### config.mk
export PLATFORM = sky130hd
export DESIGN_NAME = fmem_fetch_ctrl
export DESIGN_NICKNAME = d
export VERILOG_FILES = /design/src/rtl/fmem_fetch_ctrl.sv
export SDC_FILE = /design/constraint.sdc
export NUM_CORES = 1
export LEC_CHECK = 0
export CORE_AREA = 3 3 102 104
export DETAILED_ROUTE_END_ITERATION = 8
export DIE_AREA = 0 0 105 107
export GPL_ROUTABILITY_DRIVEN = 0
export GPL_TIMING_DRIVEN = 0
export PLACE_DENSITY = 0.78
export SYNTH_ARGS = -nofsm -noshare
export SYNTH_HDL_FRONTEND = slang
export SYNTH_SLANG_ARGS = --single-unit
### constraint.sdc
create_clock -name clk -period 3.54 [get_ports clk]
set_input_delay 0.708 -clock clk [delete_from_list [all_inputs] [get_ports clk]]
set_output_delay 0.708 -clock clk [all_outputs]
set_load 0.1 [all_outputs]
### src/rtl/fmem_fetch_ctrl.sv
`default_nettype none
// fmem_fetch_ctrl: streams one pass of M filter coefficients from a registered ROM into a 4-deep buffer.
// Optional feature macro FMEM_AUTO_RESTART_EN: a start while busy queues one back-to-back pass.
module fmem_fetch_ctrl #(
  parameter int M  = 13,
  parameter int T  = 20,
  parameter int AW = 4
) (
  input  logic          clk,
  input  logic          reset_n,
  input  logic          start,
  output logic          busy,
  output logic [AW-1:0] rom_addr,
  input  logic [T-1:0]  rom_data,
  output logic [T-1:0]  m_data,
  output logic [AW-1:0] m_tap,
  output logic          m_last,
  output logic          m_valid,
  input  logic          m_ready,
  output logic          done
);

  localparam logic [AW-1:0] LAST_TAP = AW'(M - 1);

  typedef enum logic [1:0] {IDLE = 2'd0, FETCH = 2'd1, DRAIN = 2'd2} state_t;
  state_t state, state_nx;

  logic [AW-1:0] addr_nx;
  logic          issue, room, pop, push;
  logic          pend, pend_nx;

  // Two-stage read pipeline: address accepted by ROM, then ROM word captured.
  logic          p1_v, p2_v;
  logic [AW-1:0] p1_tap, p2_tap;
  logic [T-1:0]  p2_data;

  logic [T-1:0]  buf_data [4];
  logic [AW-1:0] buf_tap  [4];
  logic [1:0]    wr_ptr, rd_ptr;
  logic [2:0]    count;

  assign m_valid = (count != 3'd0);
  assign pop     = m_valid & m_ready;
  assign push    = p2_v;
  assign busy    = (state != IDLE);
  assign m_data  = m_valid ? buf_data[rd_ptr] : '0;
  assign m_tap   = m_valid ? buf_tap[rd_ptr] : '0;
  assign m_last  = m_valid && (buf_tap[rd_ptr] == LAST_TAP);

  // Every in-flight read is guaranteed a buffer slot when it lands.
  assign room = ({3'b0, p1_v} + {3'b0, p2_v} + {1'b0, count} - {3'b0, pop}) < 4'd4;

  always_comb begin
    state_nx = state;
    addr_nx  = rom_addr;
    issue    = 1'b0;
    pend_nx  = pend;
`ifdef FMEM_AUTO_RESTART_EN
    if (start && state != IDLE) pend_nx = 1'b1;
`endif
    case (state)
      IDLE: begin
        if (start || pend) begin
          state_nx = FETCH;
          addr_nx  = '0;
          pend_nx  = 1'b0;
        end
      end
      FETCH: begin
        if (room) begin
          issue = 1'b1;
          if (rom_addr == LAST_TAP) begin
            if (pend) begin
              addr_nx = '0;
              pend_nx = 1'b0;
            end else begin
              state_nx = DRAIN;
            end
          end else begin
            addr_nx = rom_addr + AW'(1);
          end
        end
      end
      DRAIN: begin
        if (pend) begin
          state_nx = FETCH;
          addr_nx  = '0;
          pend_nx  = 1'b0;
        end else if (pop && m_last) begin
          state_nx = IDLE;
        end
      end
      default: state_nx = IDLE;
    endcase
  end

  always_ff @(posedge clk) begin
    if (!reset_n) begin
      state    <= IDLE;
      rom_addr <= '0;
      pend     <= 1'b0;
      p1_v     <= 1'b0;
      p2_v     <= 1'b0;
      p1_tap   <= '0;
      p2_tap   <= '0;
      p2_data  <= '0;
      wr_ptr   <= 2'd0;
      rd_ptr   <= 2'd0;
      count    <= 3'd0;
      done     <= 1'b0;
    end else begin
      state    <= state_nx;
      rom_addr <= addr_nx;
      pend     <= pend_nx;
      p1_v     <= issue;
      p1_tap   <= rom_addr;
      p2_v     <= p1_v;
      p2_tap   <= p1_tap;
      p2_data  <= rom_data;
      if (push) wr_ptr <= wr_ptr + 2'd1;
      if (pop)  rd_ptr <= rd_ptr + 2'd1;
      count    <= count + {2'b0, push} - {2'b0, pop};
      done     <= pop && m_last;
    end
  end

  always_ff @(posedge clk) begin
    if (push) begin
      buf_data[wr_ptr] <= p2_data;
      buf_tap[wr_ptr]  <= p2_tap;
    end
  end

endmodule
`default_nettype wire

==> Flow_metrics.wiki <==
{| class="wikitable"
! Metric !! Value
|-
| Combinational share of power || 0.410
|-
| Async set-reset flop share out of synthesis || 0
|-
| Power density of the placed cells || 906 nW/um^2
|-
| Global-route layer with the greatest usage || met2
|-
| CTS Root Buffer Type || clkbuf_8
|-
| # nets final || 425
|-
| Global routing usage on met2 || 0.305
|-
| Nature of the critical path endpoint || output port
|-
| Avg Cell Area, Syn || 16.7 sq um
|-
| Antenna violations before repair || 0
|-
| I/O pin cnt || 56
|-
| Number of nets with antenna violations after detailed routing || 0
|-
| Placement row count || 36
|-
| Count of different cell masters after synthesis || 34
|-
| Leakage power summed over all cells || 2.27 nW
|-
| GR Overflow Total || 0
|-
| Worst path max stage delay || between 0.5 and 0.6 ns
|-
| First-pass GRT wire length || about 15,000 microns
|-
| Worst setup slack before clock tree synthesis || -0.128 ns
|-
| Classification of the worst setup path || flip-flop to output port
|-
| Total number of vias || 2,763
|-
| TritonCTS clock tree || done
|-
| Area of the mapped netlist || between 5000 and 6000 sq um
|-
| Count of endpoints failing setup in the final report || 0
|-
| Cell with the largest stage delay on the worst path || clkbuf_1
|-
| Worst endpoint data arrival time || 2.70 ns
|-
| Met3 usage || 0.0506
|-
| Relative max-transition margin || 0.122
|-
| Wire length reported by the detailed router || 9460 microns
|-
| Number of DRC violations after detailed routing || 0
|-
| Clock Pin Slew Worst Setup and Hold Paths || 0.06 ns
|-
| Signed area change from the synthesized netlist to the final layout || 24.1%
|-
| Post-route cell area || 6600 sq um
|-
| WL per Instance || 17.6 microns
|-
| Number of hold-slack violations in the final timing report || 0
|-
| Number of buffers added on ports || 54
|-
| Synthesized Nets || between 300 and 400
|-
| Min Clock Period, post-route || 3.41 ns
|-
| Total of hold buffers inserted after clock tree synthesis || 0
|-
| Worst Path Max Fanout || 10
|-
| RSZ-0062 raised after global routing || false
|-
| Portion of the clock cycle consumed by the worst path in the final layout || 0.963
|-
| Core region area || a little under 10,000 sq um
|-
| Fraction of power consumed by the clock network || 0.273
|-
| Dominant delay contributor by cell family on the critical path || buffers and inverters
|-
| Number of max-cap violations || 0
|-
| Post-Place Cell Area || ~6000 sq um
|-
| Number of buffers on the longest clock path || 2
|-
| DPL Wire Length || 5690 microns
|-
| Total inserted antenna cells || 0
|-
| Maximum number of pins on one net before global-route repair || 25
|-
| Aggregate global-route resource usage || 0.181
|-
| Cell chain of the critical path || buf_1 -> clkbuf_1 -> mux4_2 -> and2_1 -> clkdlybuf4s15_2
|-
| Worst hold path type || flip-flop to flip-flop
|-
| Yosys warning total || 0
|-
| Data required time at the worst endpoint || between 2 and 3 ns
|-
| Worst path bufs/invs || 3
|-
| CTS H-tree lvls || 4
|-
| Clock sinks || 142
|-
| Largest clock skew in the final design || 0.00840 ns
|-
| Insertion delay of the later-clocked pin in the worst-skew pair || 0.52 ns
|-
| Die span in y || approximately 110 microns
|-
| Run status || complete, no violations
|-
| Via count of the first global-routing pass || 2,854
|-
| Sw Ratio || 0.426
|-
| Peak VDD IR || 0.539 mV
|-
| Maximum clock rate || 0.293 GHz
|-
| Portion of the post-synthesis area used by sequential elements || 0.715
|-
| Iter 0 DRT Violations || 180
|-
| Post-synthesis instance total || 318
|-
| Type of element launching the critical path || flip-flop
|-
| Sequential Power Share || 0.317
|-
| Share of layout cells above drive strength 1 || 0.208
|-
| Global routing usage on met1 || 0.230
|-
| Number of enable-type register cells in the synthesized netlist || 96
|-
| Via count normalized by instance count || 5.15
|-
| Cell internal power dissipation || 3.43 mW
|-
| Worst slew pin tran || 1.32 ns
|-
| Flops & latches, synth || between 100 and 150
|-
| Most used DFF post-synth || edfxtp_1
|-
| Number of detailed-routing iterations run before antenna repair || 4
|-
| Final setup slack of the worst path || 0.131 ns
|-
| Clock buffer count from CTS || 17
|-
| Die Outline Area || 11,200 sq um
|-
| Starting density of the core || 0.552
|-
| Number of pins exceeding their max-slew limit in the final report || 0
|-
| Power dissipated by switching net loads || 2.55 mW
|-
| Die X-Extent || ~110 microns
|}
==> worst paths after layout <==
| kind | slack (ns) | from | depth (start not counted) | endpoint |
|---|---|---|---|---|
| min | 0.43 | p1_tap[3] | 1 | p2_tap[3] |
| max | 0.13 | flip-flop | 5 | m_data[14] |
| min reg2reg | 0.43 | p1_tap[3] | 1 | p2_tap[3] |
| max reg2reg | 0.38 | count[0] | 11 | rom_addr[2] |
==> registers in the layout, summed over array words and instances, names as in the netlist, named ones only <==
signal and flops:
buf_data 80, buf_tap 16, count 3, done 1
p1_tap 4, p1_v 1, p2_data 20, p2_tap 4
p2_v 1, rd_ptr 2, rom_addr 4, state 2
wr_ptr 2
==> cells in the mapped netlist, drive strengths merged (3+ instances only) <==
master  number  area, sq um
edfxtp      96         2880
and2        58          363
dfxtp       46          921
mux4        24          541
clkbuf      11         41.3
ha          10          125
inv         10         37.5
nor2        10         37.5
nand2        6         22.5
buf          5         28.8
nand3        4         20.0
a31oi        3         18.8
nand4        3         18.8
xor2         3         26.3
==> stage by stage <==
step                      total power [mW]  instances  TNS (ns)  hold slack, ns   util
after floorplan                       3.91        318         0           0.412      -
after global placement                4.44        505    -0.146           0.416  0.625
after detailed placement              4.46        505    -0.128           0.419  0.625
after CTS                             6.04        537         0           0.434  0.685
after global routing                  6.18        536         0           0.456  0.685
final                                 5.98        536         0           0.433  0.685
==> cells in the final DEF, fill, tap and decap left out, types with 2 or more instances in the layout <==
master	netlist	routed
o211ai_1	2	2
a21o_1	2	2
ha_1	10	10
mux4_2	24	24
clkbuf_1	11	11
inv_6	0	4
nor2_1	10	10
and2_1	58	58
xor2_1	3	3
mux2i_1	2	2
nand4_1	3	3
buf_4	0	3
nor2b_1	2	2
buf_1	2	2
nor3_1	2	2
nand2_1	6	6
nand3_1	4	4
or2_2	2	2
dlygate4sd2_1	0	3
xnor2_1	2	2
o221ai_1	2	2
a31oi_1	3	3
clkbuf_16	0	16
inv_1	10	10
nand2b_1	2	2
clkinv_4	0	4
clkinvlp_4	0	4
nor3b_1	2	2
edfxtp_1	96	96
dfxtp_1	46	46
or4b_1	2	2
clkdlybuf4s15_2	0	22
clkdlybuf4s50_1	0	28
==> power groups by stage <==
stage          clock [mW]  sequential [mW]  combinational (mW)
6_report             1.63             1.90                2.45
5_1_grt              1.71             1.91                2.57
4_1_cts              1.65             1.90                2.49
3_5_place_dp            0             1.93                2.53
3_3_place_gp            0             1.92                2.51
2_1_floorplan           0             1.94                1.97
==> cell families (layout without fill, tap and decap cells) <==
| group | after synthesis | in the layout | share of synthesized area |
|---|---|---|---|
| DFF | 142 | 142 | 0.715 |
| buffers and inverters | 27 | 112 | 0.0209 |
| xor gates and xnor gates | 5 | 5 | 0.00823 |
| muxes | 26 | 26 | 0.105 |
| adders and majority gates | 11 | 11 | 0.0273 |
| and+or+nand+nor | 95 | 95 | 0.105 |
| AOI/OAI and AO/OA | 12 | 12 | 0.0181 |
==> final cells by class <==
type,count,area (sq um)
Sequential cell,142,3800
Fill cell,659,3040
Multi-Input combinational cell,149,1410
Timing Repair Buffer,54,562
Clock buffer,18,418
Tap cell,133,166
Clock inverter,14,135
Buffer,15,71.3
Inverter,11,41.3
==> what timing repair did <==
action                                 CTS  global route
gates resized for setup                 77             0
setup buffers                            0             0
setup endpoints to repair               26             2
endpoints found under the hold margin    0             0
==> layer usage <==
metal  routed length, microns  share of wire
met5                        0              0
met4                      110          0.012
met3                      383          0.041
met2                     4880           0.52
met1                     4080           0.43
Note: power is estimated with default switching activity, not from simulation.
